==> config.mk <==
export PLATFORM = sky130hd
export DESIGN_NAME = imem_loader_flat
export DESIGN_NICKNAME = d
export VERILOG_FILES = /design/src/rtl/imem_loader_if.sv /design/src/rtl/imem_loader.sv /design/src/flat_wrapper.sv
export SDC_FILE = /design/constraint.sdc
export NUM_CORES = 1
export LEC_CHECK = 0
export ABC_AREA = 1
export CAP_MARGIN = 20
export CORE_MARGIN = 4
export CORE_UTILIZATION = 40
export CTS_CLUSTER_SIZE = 8
export DETAILED_ROUTE_END_ITERATION = 6
export SYNTH_ARGS = -nofsm -noshare
export SYNTH_HDL_FRONTEND = slang
export SYNTH_SLANG_ARGS = --single-unit
==> constraint.sdc <==
create_clock -name clk -period 3.36 [get_ports clk]
set_input_delay 0.504 -clock clk [delete_from_list [all_inputs] [get_ports clk]]
set_output_delay 0.504 -clock clk [all_outputs]
set_load 0.02 [all_outputs]
==> src/rtl/imem_loader_if.sv <==
// ----------------------------------------------------------------------------
// imem_loader_if
// Groups the byte stream feeding the loader and the instruction-memory write
// port it drives.
//   rx_data/rx_valid/rx_ready : program byte stream (valid/ready handshake)
//   imem_we/imem_addr/imem_wdata : word write port into instruction memory
// Modports:
//   master : byte source / memory side (drives rx_data, rx_valid)
//   slave  : the loader itself (drives rx_ready and the write port)
// ----------------------------------------------------------------------------
interface imem_loader_if #(
    parameter int ADDR_W = 8
);
    logic [7:0]        rx_data;
    logic              rx_valid;
    logic              rx_ready;
    logic              imem_we;
    logic [ADDR_W-1:0] imem_addr;
    logic [31:0]       imem_wdata;

    modport master (
        output rx_data,
        output rx_valid,
        input  rx_ready,
        input  imem_we,
        input  imem_addr,
        input  imem_wdata
    );

    modport slave (
        input  rx_data,
        input  rx_valid,
        output rx_ready,
        output imem_we,
        output imem_addr,
        output imem_wdata
    );
endinterface

==> src/rtl/imem_loader.sv <==
// ----------------------------------------------------------------------------
// imem_loader
// Boot loader that receives a program over a byte stream and writes it into
// instruction memory while holding the core in reset.
// Stream format: 16-bit little-endian word count, then count 32-bit words,
// each sent little-endian (byte 0 first).
// Ports:
//   clk          : single clock, rising edge
//   rst          : synchronous, active-high reset
//   bus          : imem_loader_if.slave (byte stream in, memory write port out)
//   core_rst     : high except once loading has completed
//   load_done    : sticky, program fully loaded
//   load_err     : sticky, header word count larger than the memory
//   words_loaded : number of words written so far
// ----------------------------------------------------------------------------
module imem_loader #(
    parameter int DEPTH_WORDS = 256,
    parameter int ADDR_W      = 8
) (
    input  logic          clk,
    input  logic          rst,
    imem_loader_if.slave  bus,
    output logic          core_rst,
    output logic          load_done,
    output logic          load_err,
    output logic [15:0]   words_loaded
);

    typedef enum logic [2:0] {
        HDR_LO,
        HDR_HI,
        DATA,
        LAST,
        DONE,
        ERR
    } state_t;

    // 17 bits so a 16-bit header count can be compared without truncation.
    localparam logic [16:0] DEPTH_17 = 17'(DEPTH_WORDS);

    state_t            state_q;
    state_t            state_d;
    logic              ready_int;
    logic              accept;
    logic [15:0]       hdr_count;
    logic              last_word;

    logic [15:0]       count_q;
    logic [1:0]        byte_idx;
    logic [ADDR_W-1:0] word_idx;
    logic [23:0]       partial;
    logic [31:0]       wdata_q;
    logic              wr_pending;

    assign accept    = bus.rx_valid && ready_int;
    // Full count as it will be once the high header byte is taken.
    assign hdr_count = {bus.rx_data, count_q[7:0]};
    // words_loaded is up to date whenever byte 3 arrives: the previous
    // word's write cycle always finishes before the next word's byte 3.
    assign last_word = (words_loaded == count_q - 16'd1);

    // ------------------------------------------------------------------
    // FSM state register
    // ------------------------------------------------------------------
    // NOTE: sequential state uses non-blocking assignments so every register
    // samples the pre-edge values and simulation matches the hardware.
    always_ff @(posedge clk) begin
        if (rst) begin
            state_q <= HDR_LO;
        end else begin
            state_q <= state_d;
        end
    end

    // ------------------------------------------------------------------
    // FSM next state and handshake readiness
    // ------------------------------------------------------------------
    always_comb begin
        // NOTE: every output of this block gets a default first; a path that
        // leaves one unassigned would infer a latch.
        state_d   = state_q;
        ready_int = 1'b0;
        unique case (state_q)
            HDR_LO: begin
                ready_int = 1'b1;
                if (accept) state_d = HDR_HI;
            end
            HDR_HI: begin
                ready_int = 1'b1;
                if (accept) begin
                    if (hdr_count == 16'd0)               state_d = DONE;
                    else if ({1'b0, hdr_count} > DEPTH_17) state_d = ERR;
                    else                                   state_d = DATA;
                end
            end
            DATA: begin
                ready_int = 1'b1;
                if (accept && byte_idx == 2'd3 && last_word) state_d = LAST;
            end
            LAST:    state_d = DONE;
            DONE:    state_d = DONE;
            ERR:     state_d = ERR;
            default: state_d = HDR_LO;
        endcase
    end

    // ------------------------------------------------------------------
    // Header, word assembly and write bookkeeping
    // ------------------------------------------------------------------
    always_ff @(posedge clk) begin
        if (rst) begin
            count_q      <= '0;
            byte_idx     <= '0;
            word_idx     <= '0;
            partial      <= '0;
            wdata_q      <= '0;
            wr_pending   <= 1'b0;
            words_loaded <= '0;
        end else begin
            wr_pending <= 1'b0;

            // Close out the write cycle. The final write keeps word_idx on
            // the last address so it never reaches the memory depth.
            if (wr_pending) begin
                words_loaded <= words_loaded + 16'd1;
                if (state_q != LAST) word_idx <= word_idx + ADDR_W'(1);
            end

            if (accept) begin
                unique case (state_q)
                    HDR_LO: count_q[7:0]  <= bus.rx_data;
                    HDR_HI: count_q[15:8] <= bus.rx_data;
                    DATA: begin
                        byte_idx <= byte_idx + 2'd1;
                        unique case (byte_idx)
                            2'd0: partial[7:0]   <= bus.rx_data;
                            2'd1: partial[15:8]  <= bus.rx_data;
                            2'd2: partial[23:16] <= bus.rx_data;
                            2'd3: begin
                                wdata_q    <= {bus.rx_data, partial};
                                wr_pending <= 1'b1;
                            end
                            default: ;
                        endcase
                    end
                    default: ;
                endcase
            end
        end
    end

    // ------------------------------------------------------------------
    // Outputs; rst forces the reset-state values even before the first edge
    // ------------------------------------------------------------------
    assign bus.rx_ready   = rst || ready_int;
    assign bus.imem_we    = wr_pending && !rst;
    assign bus.imem_addr  = word_idx;
    assign bus.imem_wdata = wdata_q;
    assign core_rst       = rst || (state_q != DONE);
    assign load_done      = !rst && (state_q == DONE);
    assign load_err       = !rst && (state_q == ERR);

endmodule

==> src/flat_wrapper.sv <==
// flat-port wrapper written by rule: the top's interface ports become plain ports
module imem_loader_flat 
#(
    parameter int DEPTH_WORDS = 256,
    parameter int ADDR_W      = 8
)
  (clk, rst, core_rst, load_done, load_err, words_loaded, bus_rx_data, bus_rx_valid, bus_rx_ready, bus_imem_we, bus_imem_addr, bus_imem_wdata);
  imem_loader_if #(.ADDR_W(ADDR_W)) bus_i ();
  input  logic clk;
  input  logic rst;
  output logic core_rst;
  output logic load_done;
  output logic load_err;
  output logic [15:0] words_loaded;
  input wire logic [$bits(bus_i.rx_data)-1:0] bus_rx_data;
  input wire logic [$bits(bus_i.rx_valid)-1:0] bus_rx_valid;
  output wire logic [$bits(bus_i.rx_ready)-1:0] bus_rx_ready;
  output wire logic [$bits(bus_i.imem_we)-1:0] bus_imem_we;
  output wire logic [$bits(bus_i.imem_addr)-1:0] bus_imem_addr;
  output wire logic [$bits(bus_i.imem_wdata)-1:0] bus_imem_wdata;
  assign bus_i.rx_data = bus_rx_data;
  assign bus_i.rx_valid = bus_rx_valid;
  assign bus_rx_ready = bus_i.rx_ready;
  assign bus_imem_we = bus_i.imem_we;
  assign bus_imem_addr = bus_i.imem_addr;
  assign bus_imem_wdata = bus_i.imem_wdata;
  imem_loader #(.DEPTH_WORDS(DEPTH_WORDS), .ADDR_W(ADDR_W)) u_core (.clk(clk), .rst(rst), .bus(bus_i), .core_rst(core_rst), .load_done(load_done), .load_err(load_err), .words_loaded(words_loaded));
endmodule
# Word-level counts from Yosys, hierarchy flattened
# Cells that the tools add are included.
# word_totals
input_bits,11
wordCells,64
ff_bits,102
mem_count,0
ram_bits,0
romBits,0
output_inout_bits,61
latch_bits,0
# classes
mul,0
eq_ne,14
n_bitwise,2
n_mux,8
order_cmp,1
shift,0
reduce_logical,24
n_addsub,4
n_div,0
# op_table
operator,n
$add 16x1->16 const B,1
$eq 16x16->1,1
$gt 16x9->1 const B,1
$logic_not 16->1,1
$sub 16x1->16 const B,1
$mux 3,5
$pmux 3 s5,1
$reduce_and 3->1,5
$add 8x1->8 const B,1
$reduce_and 2->1,4
$eq 3x2->1 const B,2
$eq 3x3->1 const B,2
$logic_and 1x1->1,6
$ne 2x1->1 const B,3
$reduce_or 3->1,2
$eq 2x2->1 const B,2
$eq 3x1->1 const B,1
$logic_not 3->1,1
$ne 3x2->1 const B,1
$ne 3x3->1 const B,1
$add 2x1->2 const B,1
$eq 2x1->1 const B,1
$logic_not 2->1,1
$logic_or 1x1->1,2
4 further kinds,6

# Depth between registers and ports, before layout
# Gate-level depths: netlist of run 1.
# depth
ltp_word,8
depth_mapped,17
mapped_depth_nobuf,17

# Least setup slack after synthesis of run 1
# No wires, ideal clock.
# synth_path
kind,input to output
start,input rst
end,output core_rst
n_path_buf,1
cell_stages,3
required_time_ns,2.856
slack_ns,1.195
t_arrival_ns,1.661
path_cell_list,clkbuf_1 -> nor4_1 -> inv_1
# synth_via
elab_chain_len,1
# synth_lines
item,line_no,source
from (decl),flat_wrapper.sv:10,input logic rst;
$logic_or 1x1->1,imem_loader.sv:159,assign core_rst = rst || (state_q != DONE);
to (decl),flat_wrapper.sv:11,output logic core_rst;
# No other way between the ends.

# Worst setup path in the final report of run 1
# layout_path
start,register u_core.state_q[0]
end,output bus_rx_ready
# layout_via
elab_chain_len,4
# layout_lines
item,line_no,source
from (decl),imem_loader.sv:41,state_t state_q;
from (signal assigned),imem_loader.sv:71,state_q <= state_d;
$eq 3x1->1 (tied with other cells),imem_loader.sv:83,unique case (state_q)
$reduce_or 3->1 (no source line) (*),n/a,
$mux 1 (*),imem_loader.sv:83,
$logic_or 1x1->1 (*),imem_loader.sv:155,assign bus.rx_ready = rst || ready_int;
to (decl),flat_wrapper.sv:17,output wire logic [$bits(bus_i.rx_ready)-1:0] bus_rx_ready;
# Every way passes the cells marked *; elsewhere a longest branch is shown, timed or not.

==> flow_summary.ini, run 1 <==
[finish]
nets = 723
regArea_um2 = 2040
area_growth_pct = 24.2
nFillCells = 1091
drive_gt1_share_pct = 6.76
n_antenna_cell = 0
design_area_um2 = 5740
multi_input_area_um2 = 2200

[grt]
grt_pass1_vias = 4172
antenna_found_initial = 0
grt_pass1_wl_um = 20100
grt_max_degree = 54
grt.overflow.total = 0
track_usage_pct = 18.8

[timing]
max_freq_mhz = 403
slew_violations = 0
worst_slack_ns = 0.878
slew-limit-headroom_pct = 63.2
setup_tns_ns = 0
hold_violations = 0
rsz0062_at_grt = no
worst_pin_slew_ns = 0.551
hold_slack_ns = 0.465
finClkSkew_ns = 0.00489
finalSetupViolCount = 0
finalCriticalPeriod_ns = 2.48
min_period_over_period_pct = 73.9

[floorplanning]
coreArea_um2 = 11100
die_w_um = 116
die_y_um = 116
dieArea_um2 = 13300
rows = 38
io_pins = 72
initial_core_util_pct = 41.7

[synthesis]
netlist.top_cell.by_area = dfxtp_1
yosys_most_used_dff = dfxtp_1
synth_most_common_cell = nand2_1
yosys_warnings = 0
yosys-top-cells-area = dfxtp_1, a21oi_1, nand2_1
ys_types = 34
syn-num-nets = 661
synth_common_cells = nand2_1, dfxtp_1, a21oi_1
synth_edf_count = 0
synth-adder-area-share_pct = 1.89
postSynthCellCount = 643
seq_area_frac_synth_pct = 44.2
synth_compound_gate_area_share_pct = 18.1
synth_top_area_share_pct = 44.2
ys_ff_latch = 102
synth-xor-area-share_pct = 1.71
netlist_area_um2 = 4620
synthArstFlopShare_pct = 0
synth.avg_cell_area_um2 = 7.19
muxShareOfSynthArea_pct = 0
post_synth_and_or_nand_nor_area_fraction_pct = 26.0
synth_top_family_by_area = simple AND/OR/NAND/NOR gates

[power]
peakVddDrop_uv = 310
power_density_nw_per_um2 = 458
leakagePower_nw = 2.23
power_mw = 2.63

[drt]
vias_per_cell = 5.05
firstDrtPassIters = 4
first_iter_violations = 272
drc_errors = 0
num_vias = 4296
wl_per_cell_um = 14.1
ant_nets = 0
drt_wl_total_um = 12000

[clocking]
clkTransAtPathRegs_ns = 0.07
clock_latency_ns = 0.34
cts_buffers = 9
cts_resized = 0
post_cts.repair.setup_buffers = 0
cts_max_path_buffers = 2
cts_tree = yes
hold_buffers = 0
cts_root_buf = clkbuf_16
cts.sinks = 102
htreeDepth = 3

[worst_setup_path]
crit_path_end_kind = output port
r2r_cells = 8
crit_end = bus_rx_ready
reg2reg_from = u_core.state_q[0]
worstPathMaxFanout = 7
setup.worst_path.start = u_core.state_q[0]
timing.rr.end = u_core.partial[16]
required_ns = 2.86
rrSetupSlack_ns = 1.27
critical_path_arrival_ns = 1.98
critPathLaunchType = flip-flop
worst-setup-path-type = flip-flop to output port

[placed_design]
dp_hpwl_um = 8580
port_buffers = 71
gp_congestion = 0.853
detailed_place.area_um2 = 5430
pre_cts_ws_ns = 0.889

[run_status]
status = completed

[job]
drv_cap = 0

[worst_hold_path]
worst_hold_path_type = flip-flop to flip-flop
## worst min path at each step
stage	from	endpoint	slack [ns]	cells past startpoint
after floorplan	u_core.partial[10]	u_core.bus.imem_wdata[10]	0.46	2
after CTS	u_core.bus.imem_wdata[1]	u_core.bus.imem_wdata[1]	0.47	2
final	u_core.bus.imem_wdata[2]	u_core.bus.imem_wdata[2]	0.47	2
after detailed placement	u_core.bus.imem_wdata[4]	u_core.bus.imem_wdata[4]	0.45	2
after global placement	u_core.bus.imem_wdata[0]	u_core.bus.imem_wdata[0]	0.45	2
after global routing	u_core.bus.imem_wdata[13]	u_core.bus.imem_wdata[13]	0.48	2
## final cells by class
cell class                      instances  area share (%)
Multi-Input combinational cell        448            38.4
Tap cell                              140            3.05
Clock inverter                          6            1.31
Sequential cell                       102            35.6
Inverter                               67            4.38
Clock buffer                           10            4.16
Timing Repair Buffer                   77            13.2
## registers in the layout, summed over array words and instances (netlist names)
| name | flops |
|---|---|
| u_core.bus.imem_addr | 8 |
| u_core.words_loaded | 16 |
| u_core.byte_idx | 2 |
| u_core.state_q | 3 |
| u_core.bus.imem_wdata | 32 |
| u_core.count_q | 16 |
| u_core.partial | 24 |
| u_core.wr_pending | 1 |
## critical path, stage by stage, from the launching register on
cell and delay, ns:
dfxtp_1 0.41, a21oi_2 0.44, or2_2 0.19, clkdlybuf4s50_1 0.60
## routing by layer
layer | wire length, um | track usage (%)
met1 | 5700 | 24.1
met2 | 5710 | 31.9
met3 | 407 | 4.60
met4 | 170 | 4.77
met5 | 0 | 0
## placed cells by master, fill, tap and decap left out, types with 2 or more instances in the layout
| cell | instances |
|---|---|
| o21ai_0 | 60 |
| buf_4 | 6 |
| ha_1 | 7 |
| clkbuf_16 | 9 |
| nor4_1 | 2 |
| clkdlybuf4s50_1 | 71 |
| inv_2 | 6 |
| xor2_1 | 7 |
| nor2_2 | 5 |
| nand2_2 | 3 |
| a21oi_1 | 92 |
| nand3_1 | 54 |
| inv_6 | 2 |
| nor3_1 | 15 |
| dfxtp_1 | 102 |
| inv_1 | 61 |
| nor2_1 | 60 |
| xnor2_1 | 2 |
| nand4_1 | 4 |
| nand2_1 | 121 |
| nor2_4 | 3 |
## where the power goes
| part | internal [mW] | switching, mW | total (mW) |
|---|---|---|---|
| registers | 1.23 | 0.0237 | 1.25 |
| logic | 0.0972 | 0.185 | 0.282 |
| clock network | 0.610 | 0.487 | 1.10 |
| total | 1.93 | 0.696 | 2.63 |
## cell families after synthesis
logic type,after synthesis
compound gates,159
xor+xnor,9
fa+ha+maj,7
buf+inv,93
flops,102
simple gates,273
## stage by stage
stage	util (%)	cells
2_1_floorplan	-	643
3_3_place_gp	49.0	834
3_5_place_dp	49.0	834
4_1_cts	51.8	850
5_1_grt	51.8	850
6_report	51.8	850
Power figures use the tool's default switching activity.
==> inputs of run 2 (changes only) <==
==> constraint.sdc (replaced) <==
create_clock -name clk -period 2.22 [get_ports clk]
set_input_delay 0.333 -clock clk [delete_from_list [all_inputs] [get_ports clk]]
set_output_delay 0.333 -clock clk [all_outputs]
set_load 0.02 [all_outputs]
==> flow_summary.ini, run 2 (synthesis results as in run 1) <==
[floorplanning]
initial_core_util_pct = 41.7
rows = 38
die_y_um = 116
die_w_um = 116
coreArea_um2 = 11100
dieArea_um2 = 13300
io_pins = 72

[placed_design]
gp_congestion = 0.885
port_buffers = 71
dp_hpwl_um = 8970

[drt]
drt_wl_total_um = 12400
first_iter_violations = 246
num_vias = 4409
ant_nets = 0
firstDrtPassIters = 5
vias_per_cell = 5.13
drc_errors = 0
wl_per_cell_um = 14.4

[timing]
worst_pin_slew_ns = 0.378
finalSetupViolCount = 0
rsz0062_at_grt = no
finClkSkew_ns = 0.00677
slew-limit-headroom_pct = 74.6
finalCriticalPeriod_ns = 2.14
min_period_over_period_pct = 96.4
max_freq_mhz = 467
setup_tns_ns = 0
hold_violations = 0
slew_violations = 0

[worst_setup_path]
worst-setup-path-type = flip-flop to output port
critPathLaunchType = flip-flop
crit_path_end_kind = output port
worstPathMaxFanout = 7
required_ns = 1.89
critical_path_arrival_ns = 1.81

[power]
peakVddDrop_uv = 348
leakagePower_nw = 2.28
internal_power_mw = 2.90
clock_power_share_pct = 40.2
seqPwrFrac_pct = 48.2
power_mw = 3.93
power_density_nw_per_um2 = 676
swShare_pct = 26.3
combPwrFrac_pct = 11.6
p_sw_mw = 1.04

[run_status]
status = completed

[grt]
grt.overflow.total = 0
antenna_found_initial = 0
grt_pass1_vias = 4209
grt_pass1_wl_um = 21000
grt_max_degree = 54
track_usage_pct = 19.9

[finish]
nFillCells = 1089
area_growth_pct = 25.8
n_antenna_cell = 0
final_common_cell = nand2_1
nets = 733
largest_reg_flops = 32
drive_gt1_share_pct = 8.33
mostFrequentLayoutCells = nand2_1, dfxtp_1, a21oi_1

[clocking]
cts.sinks = 102
cts_root_buf = clkbuf_16
cts_tree = yes
clock_latency_ns = 0.35
htreeDepth = 3
cts_max_path_buffers = 2
clkTransAtPathRegs_ns = 0.07
cts_buffers = 9
hold_buffers = 0

[job]
drv_cap = 0

[worst_hold_path]
worst_hold_path_type = flip-flop to flip-flop
[run 2: final timing paths]
path                                                from                  endpoint  slack [ns]  cells past startpoint
worst min register to register  u_core.bus.imem_wdata[9]  u_core.bus.imem_wdata[9]        0.46                      2
worst min-delay path            u_core.bus.imem_wdata[9]  u_core.bus.imem_wdata[9]        0.46                      2
worst max register to register         u_core.count_q[1]         u_core.state_q[0]        0.24                     15
worst max-delay path                   u_core.state_q[0]              bus_rx_ready        0.08                      3
[run 2: final cells by class]
| type | count | area (um2) | share of cell area (%) |
|---|---|---|---|
| tap | 140 | 175 | 3.01 |
| clock buffer | 11 | 233 | 4.00 |
| sequential | 102 | 2050 | 35.2 |
| inverter | 67 | 251 | 4.32 |
| clock inverter | 5 | 57.6 | 0.990 |
| multi-input combinational | 448 | 2210 | 38.0 |
| timing repair buffer | 87 | 842 | 14.5 |
[run 2: power groups by stage]
stage	sequential, mW	combinational [mW]	clock [mW]
floorplan	1.93	0.322	0
global placement	1.94	0.450	0
detailed placement	1.94	0.455	0
CTS	1.89	0.457	1.63
global route	1.90	0.522	1.70
finish	1.90	0.458	1.58
[run 2: layer usage]
| metal | up-vias | track usage [%] | part of all wire [%] |
|---|---|---|---|
| met4 | 0 | 9.55 | 3.1 |
| met1 | 2010 | 25.3 | 46 |
| met2 | 114 | 32.5 | 47 |
| met5 | - | 0 | 0 |
| li1 | 2261 | - | - |
| met3 | 24 | 3.76 | 4.3 |
[run 2: critical path: stages (launching register included)]
cell	delay, ns
dfxtp_2	0.38
a21oi_2	0.32
or2_2	0.17
clkdlybuf4s50_1	0.59
[run 2: through the flow]
| step | utilization, % | area (um2) | hold WS (ns) | cells | setup slack, ns |
|---|---|---|---|---|---|
| after floorplan | - | 4620 | 0.458 | 643 | 0.361 |
| after global placement | 49.8 | 5520 | 0.452 | 844 | 0.109 |
| after detailed placement | 49.8 | 5520 | 0.452 | 844 | 0.0988 |
| after CTS | 52.4 | 5810 | 0.465 | 860 | 0.0186 |
| after global routing | 52.5 | 5820 | 0.487 | 860 | 0.00487 |
| final | 52.5 | 5820 | 0.461 | 860 | 0.0800 |
[run 2: what timing repair did]
item                       4_1_cts  5_1_grt
setup endpoints to repair        2        2
setup buffers                    0        0
resized for setup                2        3
==> inputs of run 3 (changes only) <==
--- a/config.mk
+++ b/config.mk
@@ -7,10 +7,14 @@
 export LEC_CHECK = 0
 export ABC_AREA = 1
 export CAP_MARGIN = 20
+export CELL_PAD_IN_SITES_DETAIL_PLACEMENT = 0
+export CELL_PAD_IN_SITES_GLOBAL_PLACEMENT = 1
 export CORE_MARGIN = 4
-export CORE_UTILIZATION = 40
+export CORE_UTILIZATION = 35
 export CTS_CLUSTER_SIZE = 8
 export DETAILED_ROUTE_END_ITERATION = 6
+export PLACE_DENSITY_LB_ADDON = 0.1
+export REMOVE_ABC_BUFFERS = 1
 export SYNTH_ARGS = -nofsm -noshare
 export SYNTH_HDL_FRONTEND = slang
 export SYNTH_SLANG_ARGS = --single-unit
==> flow_summary.ini, run 3 (synthesis results as in run 1) <==
[drt]
drc_errors = 0
firstDrtPassIters = 4
ant_nets = 0
vias_per_cell = 4.88
first_iter_violations = 186
wl_per_cell_um = 14.4
num_vias = 4352
drt_wl_total_um = 12800

[finish]
nets = 733
mostFrequentLayoutCells = nand2_1, dfxtp_1, a21oi_1
nFillCells = 1330
n_antenna_cell = 0
drive_gt1_share_pct = 8.89
largest_reg_flops = 32
area_growth_pct = 27.3
final_common_cell = nand2_1
design_area_um2 = 5880
final_cells = 892

[placed_design]
dp_hpwl_um = 9480
detailed_place.area_um2 = 5550
dp_cells = 876
pre_cts_ws_ns = 0.127
gp_congestion = 0.838
port_buffers = 71

[timing]
slew_violations = 0
hold_violations = 0
worst_slack_ns = 0.0973
finalCriticalPeriod_ns = 2.12
rsz0062_at_grt = no
finalSetupViolCount = 0
max_freq_mhz = 471
min_period_over_period_pct = 95.6
worst_pin_slew_ns = 0.404
slew-limit-headroom_pct = 73.1
finClkSkew_ns = 0.00728

[power]
power_mw = 4.02
power_density_nw_per_um2 = 683
leakagePower_nw = 2.29
peakVddDrop_uv = 427

[worst_setup_path]
slowest_delay_ns = 0.64
critical_path_arrival_ns = 1.79
crit_end = load_err
critPathLaunchType = flip-flop
required_ns = 1.89
crit_chain = nand2_1 -> nor3_1 -> clkdlybuf4s50_1
crit_path_end_kind = output port
setup.worst_path.start = u_core.state_q[0]
rrSetupSlack_ns = 0.30
timing.rr.end = u_core.state_q[0]
r2r_cells = 15
cpMaxStageDelayCell = clkdlybuf4s50_1
worst-setup-path-type = flip-flop to output port
reg2reg_from = u_core.count_q[1]
worstPathMaxFanout = 7

[floorplanning]
dieArea_um2 = 15100
die_y_um = 123
die_w_um = 123
coreArea_um2 = 12800
initial_core_util_pct = 36.2
rows = 41
io_pins = 72

[clocking]
cts.sinks = 102
clock_latency_ns = 0.36
cts_root_buf = clkbuf_16
cts_max_path_buffers = 2
clkTransAtPathRegs_ns = 0.07
cts_buffers = 9
hold_buffers = 0
cts_tree = yes
htreeDepth = 3

[run_status]
status = completed

[grt]
grt_pass1_wl_um = 21000
antenna_found_initial = 0
grt.overflow.total = 0
track_usage_pct = 17.9
grt_pass1_vias = 4206
grt_max_degree = 36

[worst_hold_path]
worst_hold_path_type = input pin to flip-flop

[job]
drv_cap = 0
==> run 3: power breakdown <==
| group | switching [mW] | leakage (nW) | internal [mW] |
|---|---|---|---|
| Combinational | 0.294 | 1.32 | 0.160 |
| Clock | 0.742 | 0.152 | 0.923 |
| Sequential | 0.0397 | 0.826 | 1.86 |
| Total | 1.08 | 2.29 | 2.94 |
==> run 3: area by class of cell <==
class / instances / area [um2] / share of cell area [%]
Timing Repair Buffer: 87 / 837 / 14.2
Sequential cell: 102 / 2050 / 34.8
Inverter: 67 / 251 / 4.27
Tap cell: 172 / 215 / 3.66
Multi-Input combinational cell: 448 / 2220 / 37.7
Clock buffer: 10 / 239 / 4.06
Clock inverter: 6 / 75.1 / 1.28
==> run 3: repair_timing <==
action	CTS	global route
setup endpoints to repair	4	3
cloned	0	0
setup buffers	0	0
gates resized for setup	2	5
==> run 3: metal layers <==
| layer | share of wire, % | wire, um | track usage [%] | up-vias |
|---|---|---|---|---|
| li1 | - | - | - | 2257 |
| met1 | 46 | 5920 | 22.9 | 2001 |
| met2 | 48 | 6210 | 29.3 | 75 |
| met3 | 3.7 | 479 | 4.94 | 19 |
| met4 | 1.8 | 226 | 5.60 | 0 |
| met5 | 0 | 0 | 0 | - |
==> run 3: critical path: cells and delay by family, from the launching register on <==
kind          cells  cell delay [ns]
simple gates      2             0.32
buf+inv           1             0.64
flops             1             0.46
==> run 3: worst min-delay path by stage <==
stage,start,end,cells after the start,slack [ns]
after floorplan,rst,u_core.bus.imem_wdata[0],1,0.40
after global placement,u_core.bus.imem_wdata[6],u_core.bus.imem_wdata[6],2,0.45
after detailed placement,u_core.bus.imem_wdata[0],u_core.bus.imem_wdata[0],2,0.45
after CTS,rst,u_core.words_loaded[2],3,0.41
after global routing,rst,u_core.words_loaded[2],3,0.43
final,rst,u_core.words_loaded[2],3,0.44
==> run 3: stage by stage <==
| step | TNS [ns] | util (%) | hold slack [ns] |
|---|---|---|---|
| after global routing | 0 | 46.1 | 0.429 |
| after detailed placement | 0 | 43.5 | 0.454 |
| final | 0 | 46.1 | 0.439 |
| after floorplan | 0 | - | 0.402 |
| after CTS | -0.0374 | 45.9 | 0.410 |
| after global placement | 0 | 43.5 | 0.454 |
